## src/rtl/mux7seg_if.sv

```systemverilog
// Display-bus bundle between a 4-digit anode scanner (master) and the capture monitor (slave).
// The decimal-point signals exist only when MUX7SEG_DP_EN is defined.
interface mux7seg_if;
   logic [3:0]  an;
   logic [6:0]  seg;
`ifdef MUX7SEG_DP_EN
   logic        dp;
   logic [3:0]  dp_q;
`endif
   logic [15:0] dat;
   logic [3:0]  valid;
   logic        frame_done;
   logic        err;

   modport master (
`ifdef MUX7SEG_DP_EN
      output dp,
      input  dp_q,
`endif
      output an, seg,
      input  dat, valid, frame_done, err
   );

   modport slave (
`ifdef MUX7SEG_DP_EN
      input  dp,
      output dp_q,
`endif
      input  an, seg,
      output dat, valid, frame_done, err
   );
endinterface

```

## src/rtl/mux7seg_capture.sv

```systemverilog
// Recovers hex digits from a scanned active-low 7-seg bus (optional decimal point: MUX7SEG_DP_EN).
// Capture lands SETTLE+2 cycles after a stable input change; no backpressure, pure monitor.
module mux7seg_capture #(
   parameter int SETTLE = 4
) (
   input  logic     clk,
   input  logic     rst,
   mux7seg_if.slave bus
);
   typedef enum logic [1:0] {ST_WAIT, ST_SETTLE, ST_HOLD} state_t;

   localparam logic [7:0] SETTLE_C = 8'(SETTLE);
`ifdef MUX7SEG_DP_EN
   localparam int SW = 12;
`else
   localparam int SW = 11;
`endif

   logic [SW-1:0] smp_w, s1_q, s2_q;
   logic [3:0]    s_an;
   logic [6:0]    s_seg;
   logic          chg;
   state_t        state_q, state_d;
   logic [7:0]    cnt_q, cnt_d;
   logic [3:0]    mask_q, mask_d;
   logic [15:0]   dat_q, dat_d;
   logic [3:0]    valid_q, valid_d;
   logic          fd_q, fd_d;
   logic          err_q, err_d;
   logic          eval;
   logic          an_blank, an_bad;
   logic [1:0]    slot;
   logic [4:0]    dec;
`ifdef MUX7SEG_DP_EN
   logic [3:0]    dpl_q, dpl_d;

   assign smp_w    = {bus.dp, bus.an, bus.seg};
   assign bus.dp_q = dpl_q;
`else
   assign smp_w    = {bus.an, bus.seg};
`endif

   // Returns {decodable, nibble}
   function automatic logic [4:0] decode(input logic [6:0] p);
      case (p)
         7'h40: decode = 5'h10;
         7'h79: decode = 5'h11;
         7'h24: decode = 5'h12;
         7'h30: decode = 5'h13;
         7'h19: decode = 5'h14;
         7'h12: decode = 5'h15;
         7'h02: decode = 5'h16;
         7'h78: decode = 5'h17;
         7'h00: decode = 5'h18;
         7'h10: decode = 5'h19;
         7'h08: decode = 5'h1A;
         7'h03: decode = 5'h1B;
         7'h46: decode = 5'h1C;
         7'h21: decode = 5'h1D;
         7'h06: decode = 5'h1E;
         7'h0E: decode = 5'h1F;
         default: decode = 5'h00;
      endcase
   endfunction

   assign s_an  = s2_q[10:7];
   assign s_seg = s2_q[6:0];
   // s1 is the sample about to enter s2: a difference means the next synchronized sample changes
   assign chg   = (s1_q != s2_q);
   assign dec   = decode(s_seg);

   always_comb begin
      an_blank = 1'b0;
      an_bad   = 1'b0;
      slot     = 2'd0;
      case (s_an)
         4'b1110: slot = 2'd0;
         4'b1101: slot = 2'd1;
         4'b1011: slot = 2'd2;
         4'b0111: slot = 2'd3;
         4'b1111: an_blank = 1'b1;
         default: an_bad = 1'b1;
      endcase
   end

   always_comb begin
      state_d = state_q;
      cnt_d   = cnt_q;
      eval    = 1'b0;
      case (state_q)
         ST_WAIT, ST_HOLD: begin
            if (chg) begin
               state_d = ST_SETTLE;
               cnt_d   = 8'd1;
            end
         end
         ST_SETTLE: begin
            if (chg) begin
               cnt_d = 8'd1;
            end else if (cnt_q == SETTLE_C) begin
               eval    = 1'b1;
               state_d = ST_HOLD;
            end else begin
               cnt_d = cnt_q + 8'd1;
            end
         end
         default: state_d = ST_WAIT;
      endcase
   end

   always_comb begin
      fd_d    = (mask_q == 4'hF);
      // a full mask clears first, so a capture on the same edge lands in the fresh mask
      mask_d  = fd_d ? 4'h0 : mask_q;
      dat_d   = dat_q;
      valid_d = valid_q;
      err_d   = 1'b0;
`ifdef MUX7SEG_DP_EN
      dpl_d   = dpl_q;
`endif
      if (eval) begin
         if (an_bad) begin
            err_d = 1'b1;
         end else if (!an_blank) begin
            if (dec[4]) begin
               dat_d[{slot, 2'b00} +: 4] = dec[3:0];
               valid_d[slot]             = 1'b1;
               mask_d[slot]              = 1'b1;
`ifdef MUX7SEG_DP_EN
               dpl_d[slot]               = ~s2_q[11];
`endif
            end else begin
               err_d         = 1'b1;
               valid_d[slot] = 1'b0;
            end
         end
      end
   end

   always_ff @(posedge clk or posedge rst) begin
      if (rst) begin
         s1_q    <= '1;
         s2_q    <= '1;
         state_q <= ST_WAIT;
         cnt_q   <= 8'd0;
         mask_q  <= 4'h0;
         dat_q   <= 16'h0000;
         valid_q <= 4'h0;
         fd_q    <= 1'b0;
         err_q   <= 1'b0;
`ifdef MUX7SEG_DP_EN
         dpl_q   <= 4'h0;
`endif
      end else begin
         s1_q    <= smp_w;
         s2_q    <= s1_q;
         state_q <= state_d;
         cnt_q   <= cnt_d;
         mask_q  <= mask_d;
         dat_q   <= dat_d;
         valid_q <= valid_d;
         fd_q    <= fd_d;
         err_q   <= err_d;
`ifdef MUX7SEG_DP_EN
         dpl_q   <= dpl_d;
`endif
      end
   end

   assign bus.dat        = dat_q;
   assign bus.valid      = valid_q;
   assign bus.frame_done = fd_q;
   assign bus.err        = err_q;
endmodule
```

## src/flat_wrapper.sv

```systemverilog
// flat-port wrapper written by rule: the top's interface ports become plain ports
module mux7seg_capture_flat 
#(
   parameter int SETTLE = 4
)
  (clk, rst, bus_an, bus_seg, bus_dat, bus_valid, bus_frame_done, bus_err);
  mux7seg_if bus_i ();
  input  logic clk;
  input  logic rst;
  input wire logic [$bits(bus_i.an)-1:0] bus_an;
  input wire logic [$bits(bus_i.seg)-1:0] bus_seg;
  output wire logic [$bits(bus_i.dat)-1:0] bus_dat;
  output wire logic [$bits(bus_i.valid)-1:0] bus_valid;
  output wire logic [$bits(bus_i.frame_done)-1:0] bus_frame_done;
  output wire logic [$bits(bus_i.err)-1:0] bus_err;
  assign bus_i.an = bus_an;
  assign bus_i.seg = bus_seg;
  assign bus_dat = bus_i.dat;
  assign bus_valid = bus_i.valid;
  assign bus_frame_done = bus_i.frame_done;
  assign bus_err = bus_i.err;
  mux7seg_capture #(.SETTLE(SETTLE)) u_core (.clk(clk), .rst(rst), .bus(bus_i));
endmodule
```

## config.mk

```make
export PLATFORM = sky130hd
export DESIGN_NAME = mux7seg_capture_flat
export DESIGN_NICKNAME = d
export VERILOG_FILES = /design/src/rtl/mux7seg_if.sv /design/src/rtl/mux7seg_capture.sv /design/src/flat_wrapper.sv
export SDC_FILE = /design/constraint.sdc
export NUM_CORES = 1
export LEC_CHECK = 0
export CORE_MARGIN = 4
export CORE_UTILIZATION = 31
export DETAILED_ROUTE_END_ITERATION = 12
export GPL_TIMING_DRIVEN = 0
export PLACE_DENSITY_LB_ADDON = 0.05
export SYNTH_ARGS = -nofsm -noshare
export SYNTH_HDL_FRONTEND = slang
export SYNTH_SLANG_ARGS = --single-unit
export TNS_END_PERCENT = 30
```

## constraint.sdc

```tcl
create_clock -name clk -period 5.67 [get_ports clk]
set_input_delay 1.701 -clock clk [delete_from_list [all_inputs] [get_ports clk]]
set_output_delay 1.701 -clock clk [all_outputs]
set_load 0.02 [all_outputs]
```

==> results of run 1 <==
==> per-stage QoR <==
step	total power, W	utilization, %	hold slack [ps]	area, um^2
final	0.000833	38.9	368	3570
after global routing	0.000879	38.9	378	3570
after CTS	0.000849	38.9	368	3570
after detailed placement	0.000515	37.1	362	3410
after global placement	0.000513	36.9	361	3390
after floorplan	0.000490	-	360	2910
==> Yosys cell counts, types with 4 or more instances <==
cell / count
sky130_fd_sc_hd__nand2_1: 19
sky130_fd_sc_hd__clkbuf_1: 4
sky130_fd_sc_hd__inv_1: 12
sky130_fd_sc_hd__o21ai_0: 7
sky130_fd_sc_hd__dfrtp_1: 36
sky130_fd_sc_hd__ha_1: 9
sky130_fd_sc_hd__o2bb2ai_1: 4
sky130_fd_sc_hd__nand2b_1: 5
sky130_fd_sc_hd__mux2_4: 8
sky130_fd_sc_hd__a211oi_1: 4
sky130_fd_sc_hd__nor2_1: 24
sky130_fd_sc_hd__mux2_1: 8
sky130_fd_sc_hd__buf_2: 9
sky130_fd_sc_hd__xor2_1: 18
sky130_fd_sc_hd__nand4_1: 6
sky130_fd_sc_hd__nand3_1: 12
sky130_fd_sc_hd__nor3_1: 5
sky130_fd_sc_hd__dfstp_2: 22
==> power by group through the flow <==
stage | Combinational [W] | Sequential [W] | Clock, W
after detailed placement | 0.0000735 | 0.000442 | 0
after global placement | 0.0000714 | 0.000442 | 0
after global routing | 0.0000803 | 0.000436 | 0.000363
after CTS | 0.0000736 | 0.000435 | 0.000341
after floorplan | 0.0000495 | 0.000440 | 0
final | 0.0000715 | 0.000434 | 0.000327
==> worst max path at each step <==
stage	start	to	slack, ps
5_1_grt	u_core.bus.dat[3]$_DFFE_PP0P_	bus_dat[3]	2590
3_5_place_dp	rst	u_core.s2_q[7]$_DFF_PP1_	2830
6_report	u_core.bus.dat[2]$_DFFE_PP0P_	bus_dat[2]	2660
3_3_place_gp	rst	u_core.cnt_q[5]$_DFFE_PP0P_	1310
4_1_cts	u_core.bus.dat[3]$_DFFE_PP0P_	bus_dat[3]	2620
2_1_floorplan	rst	async pin	2580
==> layer usage <==
metal | routed length, um | vias to the layer above | GRT usage, %
li1 | - | 1010 | -
met4 | 97 | 0 | 4.50
met3 | 239 | 9 | 3.64
met1 | 2970 | 949 | 15.8
met5 | 0 | - | 0
met2 | 2740 | 34 | 17.3
==> state kept, by name, indices dropped and copies added (netlist names), named ones only <==
register and count:
u_core.s1_q 11, u_core.mask_q 4, u_core.bus.err 1, u_core.state_q 2
u_core.cnt_q 8, u_core.s2_q 11, u_core.bus.dat 16, u_core.bus.frame_done 1
==> layout make-up <==
class	count	area (um^2)	share of cell area [%]
Buffer	14	67.6	1.89
Sequential cell	58	1480	41.4
Clock buffer	13	149	4.17
Timing Repair Buffer	35	360	10.1
Clock inverter	3	15.0	0.420
Tap cell	111	139	3.89
Multi-Input combinational cell	174	1320	36.9
Inverter	12	45.0	1.26
==> logic make-up after synthesis <==
logic type	synth area share [%]
and+or+nand+nor	18.7
AOI/OAI and AO/OA	9.76
DFF	50.8
adders and majority gates	3.87
buffers and inverters	3.87
xor gates and xnor gates	5.72
muxes	7.22
==> qor.csv, run 1 <==
stage,metric,value,unit
min_path,min_to,u_core.s2_q[9]$_DFF_PP1_,
synthesis,yosys_warnings,0,
global_route,number_of_antenna_violations_at_the_first_check_in_global_routing,0,
synthesis,synth_largest_area_cell,sky130_fd_sc_hd__dfrtp_1,
synthesis,synth_fp_nets,280,
routing,detailroute.via_count,2002,
min_path,hold_class,flop to flop,
clock_tree,clk_path_buf_depth,2,
placement,routabilityCongestion,0.796,
layout,mostFrequentLayoutCells,"sky130_fd_sc_hd__dfrtp_1 (36), sky130_fd_sc_hd__clkdlybuf4s50_1 (34), sky130_fd_sc_hd__nor2_1 (24)",
die,fp.dieArea,11000,um^2
clock_tree,tritoncts,done,
placement,pre_cts_slack,2830,ps
critical_path,reg2reg_slack,2880,ps
pwr,vdd_ir_drop_max,0.137,mV
min_path,worst_hold_startpoint,u_core.s1_q[9]$_DFF_PP1_,
sta,worst_slew_margin_rel,58.4,%
placement,place.port_buffers,34,
synthesis,async_reset_ff_share,100,%
die,fp.dieH,105,um
pwr,power.share.clock,39.3,%
sta,final_period_minus_worst_setup_slack,3010,ps
synthesis,syn_inst,258,
pwr,power.net_switching,0.000209,W
sta,fmax,332,MHz
routing,detail_route.vias_per_cell,4.77,
global_route,first_global_vias,1993,
sta,rsz0062_at_grt,no,
synthesis,synth-seq-area-share,50.8,%
critical_path,timing.reg2reg.worst_path_depth,9,
sta,worst_slew_pin_slew,608,ps
global_route,grt_start_max_net_pins,31,
min_path,hold-path-cell-count,0,
routing,detail_route.iter0.violations,72,
routing,drt_pass1_iterations,4,
placement,place.detailed.instances,404,
die,core_region_area,9200,um^2
run_status,run_status,finished clean,
synthesis,post_synthesis_cell_area,2910,um^2
clock_tree,cts_inserted_buffers,9,
critical_path,timing.critical_path.fanout_max,2,
critical_path,critical_path_depth,1,
sta,tns,0,ps
critical_path,worst_setup_path_start_kind,flop,
clock_tree,clock_sink_count,58,
die,i_o_pin_count,35,
pwr,power.static_leakage,1.53,nW
layout,n_fill_cell,918,
critical_path,worst_setup_path_end_kind,output pin,
clock_tree,cts.htree.levels,3,
clock_tree,insertion_delay,330,ps
global_route,grt_use_total,11.6,%
global_route,wire_length_of_the_first_global_routing_pass,10100,um
sta,fin_ws,2660,ps
pwr,power.share.sequential,52.2,%
pwr,share_comb_of_total_power,8.6,%
critical_path,crit_slowest_cell,sky130_fd_sc_hd__clkdlybuf4s50_1,
layout,layout.cells.most_common,sky130_fd_sc_hd__dfrtp_1,
critical_path,cpPeakStageDelay,620,ps
sta,finalClockSkew,7.48,ps
clock_tree,ctsRootBufferMaster,sky130_fd_sc_hd__clkbuf_8,
clock_tree,post_cts.repair.setup_buffers,0,
clock_tree,number_of_gates_resized_after_cts,0,
layout,antenna_cells_inserted,0,
pwr,cellPowerDensity,233,nW/um^2
global_route,grt_remaining_overflow,0,
sta,final_cycle_share,53.1,%
pwr,sw_frac_of_total,25.0,%
pwr,power_report.internal_total,0.000625,W
critical_path,critPathArrivalTime,1310,ps
layout,final_cells,420,
critical_path,critical-path-top-delay-family,buffers and inverters,
critical_path,crit_path_cells,clkdlybuf4s50_1,
synthesis,synth.avg_cell_area,11.3,um^2
synthesis,netlist-cell-type-count,47,
critical_path,number_of_buffer_and_inverter_stages_on_the_critical_path,1,
synthesis,ys_top_cells_by_area,"sky130_fd_sc_hd__dfrtp_1 (31%), sky130_fd_sc_hd__dfstp_2 (20%), sky130_fd_sc_hd__xor2_1 (5.4%), sky130_fd_sc_hd__mux2_4 (4.1%), sky130_fd_sc_hd__ha_1 (3.9%)",
routing,finalWirelength,6050,um
synthesis,synth_enable_flop_cells,0,
synthesis,most_common_flop_cell_mapped_by_yosys,sky130_fd_sc_hd__dfrtp_1,
die,total_number_of_placement_rows,35,
die,initial_utilization,31.6,%
sta,report.final.hold_viol_count,0,
run,max-cap-violations,0,
routing,routed_wire_length_per_instance,14.4,um
layout,finalNetCount,326,
die,floorplan.die.width,105,um
critical_path,worstReg2RegEnd,u_core.bus.dat[2]$_DFFE_PP0P_,
routing,drc,0,
layout,areaGrowthSynthToFinish,22.8,%
placement,detailedPlacementHpwl,4430,um
clock_tree,clkSlewWorstSetupHoldPaths,60,ps
sta,slew_violations,0,
sta,setup-violations-final,0,
clock_tree,postCtsHoldBufs,0,
critical_path,worst-endpoint-required,3970,ps
synthesis,synth_top_area_share,31.0,%
routing,ant_nets,0,
synthesis,postSynthRegisterBits,58,
critical_path,rr_startpoint,u_core.s2_q[4]$_DFF_PP1_,
layout,drive_gt1_share,20.1,%
critical_path,worstSetupPathType,flop to output pin,
(Power assumes the default switching activity.)
==> run 2: changes to the inputs <==
==> constraint.sdc (replaced) <==
create_clock -name clk -period 3.1 [get_ports clk]
set_input_delay 0.93 -clock clk [delete_from_list [all_inputs] [get_ports clk]]
set_output_delay 0.93 -clock clk [all_outputs]
set_load 0.02 [all_outputs]
==> results of run 2 <==
Same layout as run 1 (identical final DEF). Status: finished clean.
Main changes from that run: setup slack after placement 2830 ps -> 317 ps; setup slack after layout 2660 ps -> 310 ps; start point of the critical path u_core.bus.dat[2]$_DFFE_PP0P_ -> u_core.s2_q[4]$_DFF_PP1_; end point of the critical path bus_dat[2] -> u_core.bus.dat[2]$_DFFE_PP0P_; register-to-register setup slack 2880 ps -> 310 ps; total power 0.000833 W -> 0.00152 W; worst IR drop on VDD 0.137 mV -> 0.251 mV
